[src/rtl/set_job_dispatcher.sv]
// rtl/set_job_dispatcher.sv - job FIFO feeding the SET counter through its en/busy/valid handshake; optional watchdog: SET_DISPATCH_WATCHDOG_EN
module set_job_dispatcher #(
  parameter int DEPTH   = 4,
  parameter int TAG_W   = 4,
  parameter int TIMEOUT = 32
) (
  input  logic             clk,
  input  logic             rst,
  input  logic             in_valid,
  output logic             in_ready,
  input  logic [15:0]      in_central,
  input  logic [7:0]       in_radius,
  input  logic [TAG_W-1:0] in_tag,
  output logic             set_en,
  output logic [15:0]      set_central,
  output logic [7:0]       set_radius,
  input  logic             set_busy,
  input  logic             set_valid,
  input  logic [3:0]       set_candidate,
  output logic             out_valid,
  input  logic             out_ready,
  output logic [3:0]       out_candidate,
  output logic [TAG_W-1:0] out_tag,
  output logic             out_err,
  output logic [15:0]      done_cnt
);

  localparam int AW = $clog2(DEPTH);
  localparam int JW = 16 + 8 + TAG_W;

  if (DEPTH < 2 || (DEPTH & (DEPTH - 1)) != 0) begin : g_bad_depth
    $error("set_job_dispatcher: DEPTH must be a power of 2 and at least 2");
  end
  if (TIMEOUT < 1) begin : g_bad_timeout
    $error("set_job_dispatcher: TIMEOUT must be at least 1");
  end

  typedef enum logic [2:0] {
    S_IDLE,
    S_SETUP,
    S_LAUNCH,
    S_WAIT_BUSY,
    S_WAIT_DONE,
    S_RESULT
  } state_t;

  // Job FIFO: one extra pointer bit separates full from empty.
  logic [JW-1:0]    r_mem [DEPTH];
  logic [AW:0]      r_wr_ptr;
  logic [AW:0]      r_rd_ptr;
  logic             w_empty;
  logic             w_full;
  logic             w_push;
  logic             w_pop;
  logic [JW-1:0]    w_head;

  // Sequencer.
  state_t           r_state;
  state_t           w_state_next;
  logic             w_capture;
  logic             w_timeout;
  logic             w_accept;
  logic             w_wd_expire;

  // Job register driving SET; held until the next job is loaded.
  logic [15:0]      r_job_central;
  logic [7:0]       r_job_radius;
  logic [TAG_W-1:0] r_job_tag;

  // Result stream registers.
  logic             r_out_valid;
  logic [3:0]       r_out_candidate;
  logic [TAG_W-1:0] r_out_tag;
  logic [15:0]      r_done_cnt;

  assign w_empty  = (r_wr_ptr == r_rd_ptr);
  assign w_full   = (r_wr_ptr[AW] != r_rd_ptr[AW]) &&
                    (r_wr_ptr[AW-1:0] == r_rd_ptr[AW-1:0]);
  assign in_ready = !w_full;
  assign w_push   = in_valid && !w_full;
  assign w_head   = r_mem[r_rd_ptr[AW-1:0]];

  // FIFO storage; contents are don't-care while the pointers say empty.
  always_ff @(posedge clk) begin
    if (w_push) begin
      r_mem[r_wr_ptr[AW-1:0]] <= {in_tag, in_radius, in_central};
    end
  end

  // FIFO pointers; reset discards every queued job.
  always_ff @(posedge clk) begin
    if (rst) begin
      r_wr_ptr <= '0;
      r_rd_ptr <= '0;
    end else begin
      if (w_push) begin
        r_wr_ptr <= r_wr_ptr + 1'b1;
      end
      if (w_pop) begin
        r_rd_ptr <= r_rd_ptr + 1'b1;
      end
    end
  end

`ifdef SET_DISPATCH_WATCHDOG_EN
  localparam int CW = $clog2(TIMEOUT + 1);

  logic [CW-1:0] r_wd_cnt;
  logic          r_out_err;

  // Watchdog: cleared while launching so it reads zero on entry to WAIT_BUSY.
  always_ff @(posedge clk) begin
    if (rst) begin
      r_wd_cnt <= '0;
    end else if (r_state == S_LAUNCH) begin
      r_wd_cnt <= '0;
    end else if (r_state == S_WAIT_BUSY || r_state == S_WAIT_DONE) begin
      r_wd_cnt <= r_wd_cnt + CW'(1);
    end
  end

  // Expiry fires on the cycle whose increment would reach TIMEOUT.
  assign w_wd_expire = (r_state == S_WAIT_BUSY || r_state == S_WAIT_DONE) &&
                       (r_wd_cnt == CW'(TIMEOUT - 1));

  // Error flag tracks how the pending result was produced.
  always_ff @(posedge clk) begin
    if (rst) begin
      r_out_err <= 1'b0;
    end else if (w_capture) begin
      r_out_err <= 1'b0;
    end else if (w_timeout) begin
      r_out_err <= 1'b1;
    end
  end

  assign out_err = r_out_err;
`else
  assign w_wd_expire = 1'b0;
  assign out_err     = 1'b0;
`endif

  // Sequencer state register.
  always_ff @(posedge clk) begin
    if (rst) begin
      r_state <= S_IDLE;
    end else begin
      r_state <= w_state_next;
    end
  end

  // Sequencer next state and strobes; completion beats watchdog expiry.
  always_comb begin
    w_state_next = r_state;
    w_pop        = 1'b0;
    w_capture    = 1'b0;
    w_timeout    = 1'b0;
    w_accept     = 1'b0;
    set_en       = 1'b0;
    case (r_state)
      S_IDLE: begin
        if (!w_empty && !r_out_valid) begin
          w_pop        = 1'b1;
          w_state_next = S_SETUP;
        end
      end
      S_SETUP: begin
        if (set_valid) begin
          w_state_next = S_LAUNCH;
        end
      end
      S_LAUNCH: begin
        set_en       = 1'b1;
        w_state_next = S_WAIT_BUSY;
      end
      S_WAIT_BUSY: begin
        if (w_wd_expire) begin
          w_timeout    = 1'b1;
          w_state_next = S_RESULT;
        end else if (set_busy) begin
          w_state_next = S_WAIT_DONE;
        end
      end
      S_WAIT_DONE: begin
        if (set_valid && !set_busy) begin
          w_capture    = 1'b1;
          w_state_next = S_RESULT;
        end else if (w_wd_expire) begin
          w_timeout    = 1'b1;
          w_state_next = S_RESULT;
        end
      end
      S_RESULT: begin
        if (out_ready) begin
          w_accept     = 1'b1;
          w_state_next = S_IDLE;
        end
      end
      default: begin
        w_state_next = S_IDLE;
      end
    endcase
  end

  // Job register loads from the FIFO head on pop.
  always_ff @(posedge clk) begin
    if (rst) begin
      r_job_central <= '0;
      r_job_radius  <= '0;
      r_job_tag     <= '0;
    end else if (w_pop) begin
      r_job_central <= w_head[15:0];
      r_job_radius  <= w_head[23:16];
      r_job_tag     <= w_head[JW-1:24];
    end
  end

  assign set_central = r_job_central;
  assign set_radius  = r_job_radius;

  // Result capture and hand-off; a timed-out job reports a zero count.
  always_ff @(posedge clk) begin
    if (rst) begin
      r_out_valid     <= 1'b0;
      r_out_candidate <= '0;
      r_out_tag       <= '0;
      r_done_cnt      <= '0;
    end else if (w_capture || w_timeout) begin
      r_out_valid     <= 1'b1;
      r_out_candidate <= w_timeout ? 4'd0 : set_candidate;
      r_out_tag       <= r_job_tag;
    end else if (w_accept) begin
      r_out_valid     <= 1'b0;
      r_done_cnt      <= r_done_cnt + 16'd1;
    end
  end

  assign out_valid     = r_out_valid;
  assign out_candidate = r_out_candidate;
  assign out_tag       = r_out_tag;
  assign done_cnt      = r_done_cnt;

endmodule

[config.mk]
export PLATFORM = sky130hd
export DESIGN_NAME = set_job_dispatcher
export DESIGN_NICKNAME = d
export VERILOG_FILES = /design/src/rtl/set_job_dispatcher.sv
export SDC_FILE = /design/constraint.sdc
export NUM_CORES = 1
export LEC_CHECK = 0
export CAP_MARGIN = 5
export CORE_MARGIN = 4
export CORE_UTILIZATION = 55
export CTS_CLUSTER_DIAMETER = 120
export CTS_CLUSTER_SIZE = 25
export DETAILED_ROUTE_END_ITERATION = 8
export PLACE_DENSITY_LB_ADDON = 0.05
export RECOVER_POWER = 25
export SYNTH_ARGS = -nofsm -noshare
export SYNTH_HDL_FRONTEND = slang
export SYNTH_SLANG_ARGS = --single-unit
[constraint.sdc]
create_clock -name clk -period 4.1 [get_ports clk]
set_clock_uncertainty 0.05 [all_clocks]
set_input_delay 0.41 -clock clk [delete_from_list [all_inputs] [get_ports clk]]
set_output_delay 0.41 -clock clk [all_outputs]
set_load 0.1 [all_outputs]
# Yosys cells after proc, flatten, opt, wreduce, memory -nomap -nowiden
# Memories as Yosys holds them, arrays and structs flattened. A register that Yosys moved wholly into a read port is not among the register bits.
# Index checks and enable logic that the tools add are counted.
# op_classes
n_mux	17
n_eq_ne	13
n_bitwise	1
addsub	3
reduce_logical	12
# op_table
operator	count
one-hot mux 3 bit (6 select lines)	1
adder 16 x 1 -> 16 bit (second input constant)	1
2-to-1 mux 3 bit	5
2-to-1 mux 1 bit	11
!= test 2 bit (second input constant)	5
adder 3 x 1 -> 3 bit (second input constant)	2
== test 3 x 2 -> 1 bit (second input constant)	2
== test 3 bit (second input constant)	2
AND reduction 5 bit	1
logical AND 1 bit	4
zero test 1 bit	4
== test 3 x 1 -> 1 bit (second input constant)	1
== test 3 bit	1
zero test 3 bit	1
== test 2 bit	1
AND reduction 2 bit	1
nonzero test 2 bit	1
!= test 1 bit	1
NOT 1 bit	1
# word_totals
output_inout_bits	52
reg_bits	34
n_memories	1
in_bits	38
mem_bits_rw	112
# mem_list
name	depth	width	read_ports	rd_ports_with_merged_regs	wr	line_no	text
r_mem	4	28	1	1	1	48	logic [JW-1:0] r_mem [DEPTH];

# Longest topological paths before layout
# depth
ltp_word	6
mapped_depth	6

# Least setup slack after synthesis
# OpenSTA, ideal clock, no wires.
# synth_path
path_type	reg2out
startpoint	reg r_state[1]
endpoint	out set_en
t_arrival_ns	2.798
path_slack_ns	0.842
stages_incl_launch_ff	3
path_cell_list	dfxtp_1 clkbuf_1 nor3b_1
# synth_between
elab_chain_len	2
# synth_lines
item	line_no	text
from (decl)	58	state_t r_state;
from (signal assigned)	148	r_state <= w_state_next;
== test 3 x 2 -> 1 bit	160	case (r_state)
2-to-1 mux 1 bit	160	
to (decl)	14	output logic set_en,
# No other way between the ends.

# Final worst setup path
# Ends and elaborated chain as after synthesis.

==> metrics.yaml <==
vias: 3889
rsz0062_at_grt: "no"
die_area_sq_mm: 0.0139
ir_drop_mv: 0.473
synth_common_cells: "edfxtp_1 (112), nand2_1 (69), dfxtp_1 (62), a21oi_1 (39), mux4_2 (28)"
path_clk_slew_ns: 0.07
p_sw_share_pct: 35.4
start_util_pct: 57.0
dp_hpwl_microns: 7630
pwr-share-comb_pct: 30.9
clkSinkCount: 174
power.total_uw: 5400
cp.arrival_ns: 2.34
drt_iter0_drc: 310
syn_nets: 497
fin_setup_tns_ns: 0
hp-class: "flip-flop to flip-flop"
drive_gt1_share_pct: 13.3
grt_pass1_vias: 3964
min_from: "set_central[4]"
layout.nets: 588
syn_inst: 453
place.gp.congestion: 0.769
n_antenna_cell: 0
hold_viol_final: 0
clock_power_share_pct: 29.3
die-height_microns: 118
ys.flop_type: "edfxtp_1"
drv_slew: 0
route.antenna.remaining_nets: 0
drtPass1Iterations: 4
ctsHtreeMaxLevel: 4
crit_cells: 2
drc_errors: 0
period_needed_ns: 2.80
area_growth_pct: 24.4
status: "finished, final reports clean"
cts_setup_buffers: 0
cts_root_buffer: "clkbuf_16"
antenna_found_initial: 0
required_ns: 3.64
max_slew_margin_pct: 34.4
power_density_mw_per_mm2: 656
switching_power_uw: 1910
vias_per_cell: 5.56
core_sq_mm: 0.0116
r2r_cells: 4
hold_buffers: 0
finalCritPeriodShare_pct: 68.3
clk_path_buf_depth: 2
path_max_fanout: 11
critPathSlowestCell: "clkdlybuf4s50_1"
max_freq_mhz: 357
cts_made_buffers: 17
startpoint: "r_state[1]"
row_count: 39
io_pins: 90
grt_overflow_total: 0
tightestPinTransition_ns: 0.981
routed_wl_microns: 12400
avgSynthCellArea_sq_um: 14.6
yosys.area.top_type: "edfxtp_1"
die_w_microns: 118
crit_chain: "nor3b_1, clkdlybuf4s50_1"
slowest_delay_ns: 1.17
port_buffers: 88
hold_depth: 2
routedWlPerCell_microns: 17.7
ys_seq_elements: 174
cts_resized: 0
yosysTopAreaCellShare_pct: 50.8
clock_latency_ns: 0.42
syn_area_sq_mm: 0.00662
crit_buf_inv: 1
synth_edf_count: 112
synth_area_leaders: "edfxtp_1 (51%), dfxtp_1 (19%), mux4_2 (9.5%), nand2_1 (3.9%), a21oi_1 (2.9%)"
path_class: "flip-flop to output port"
synth-warning-count: 0
cp-end-kind: "output port"
grt_first_pass_wirelength_microns: 20500
p_seq_share_pct: 39.8
synth_cell_type_count: 43
synth-async-reset-ratio_pct: 0
yosysSeqAreaShare_pct: 69.5
cap_viol_max_count: 0
post-synth-top-count-cell: "edfxtp_1"
cts_tree: "built"
setup_violations: 0
grtUsageTotal_pct: 19.0
path_delay_family: "buffers and inverters"
critPathLaunchType: "flip-flop"
p_leak_uw: 0.00283
p_int_uw: 3490
r2r_start: "r_wr_ptr[1]"
grt_max_degree: 37
-- metal layers --
metal / track usage [%] / share of wire (%)
met1: 23.8 / 43
met2: 31.9 / 51
met3: 5.96 / 4.7
met4: 5.71 / 0.83
met5: 0 / 0
-- state kept, by name (all words and copies together) (netlist names) --
name / count
out_tag: 4
r_state: 3
r_wr_ptr: 3
set_central: 16
r_rd_ptr: 3
done_cnt: 16
set_radius: 8
r_mem: 112
out_candidate: 4
r_job_tag: 4
out_valid: 1
-- worst reg2reg max path, stage by stage, from the launching register on --
cell and delay, ns:
dfxtp_1 0.42, xor2_1 0.46, o31a_1 0.31, and2_1 0.48, buf_4 0.38
-- cell usage in the layout, fill, tap and decap left out, drive strengths merged, types with 4 or more instances in the layout --
| cell | instances |
|---|---|
| xnor2 | 10 |
| a21oi | 39 |
| nor4 | 4 |
| nor2 | 24 |
| dfxtp | 62 |
| edfxtp | 112 |
| dlygate4sd3 | 23 |
| inv | 10 |
| nor3 | 7 |
| o31ai | 4 |
| clkdlybuf4s50 | 63 |
| mux4 | 28 |
| xor2 | 7 |
| nand3 | 5 |
| ha | 6 |
| buf | 11 |
| nand2 | 69 |
| mux2i | 9 |
| clkbuf | 24 |
-- cell type report --
cell class	instances	area, sq um
clock buffers	24	482
clock inverters	8	106
fillers	813	3380
multi-input cells	246	1880
well taps	143	179
flip-flops and latches	174	4610
inverters	8	30.0
repair buffers	97	953
-- per-stage QoR --
step | instance area (sq um) | utilization, % | hold WS [ns] | std cells | setup WS (ns)
6_report | 8240 | 70.9 | 0.405 | 700 | 1.30
3_3_place_gp | 7650 | 65.9 | 0.392 | 668 | 1.68
3_5_place_dp | 7650 | 65.9 | 0.398 | 668 | 1.64
2_1_floorplan | 6620 | - | 0.386 | 453 | 0.842
5_1_grt | 8240 | 70.9 | 0.423 | 700 | 1.16
4_1_cts | 8240 | 70.9 | 0.407 | 700 | 1.24
-- power by group through the flow --
stage / registers (uW) / logic [uW] / clock network (uW)
floorplan: 2830 / 621 / 0
global placement: 2170 / 1680 / 0
detailed placement: 2190 / 1690 / 0
CTS: 2150 / 1700 / 1610
global route: 2170 / 1780 / 1680
finish: 2150 / 1670 / 1580
-- final timing paths --
| path | endpoint | slack (ns) |
|---|---|---|
| max | set_en | 1.30 |
| min reg2reg | set_central[4] | 0.41 |
| max reg2reg | r_mem[0][19] | 1.67 |
| min | set_central[4] | 0.41 |
-- cells by family (layout without fill, tap and decap cells) --
group	after synthesis	after routing	synth area share [%]
AOI/OAI and AO/OA	52	52	4.40
xor gates and xnor gates	17	17	2.25
adders and majority gates	6	6	1.13
buffers and inverters	33	137	2.29
DFF	174	174	69.5
muxes	38	38	11.1
other	1	1	0.0566
and+or+nand+nor	132	132	9.28
Note: power is estimated with default switching activity, not from simulation.
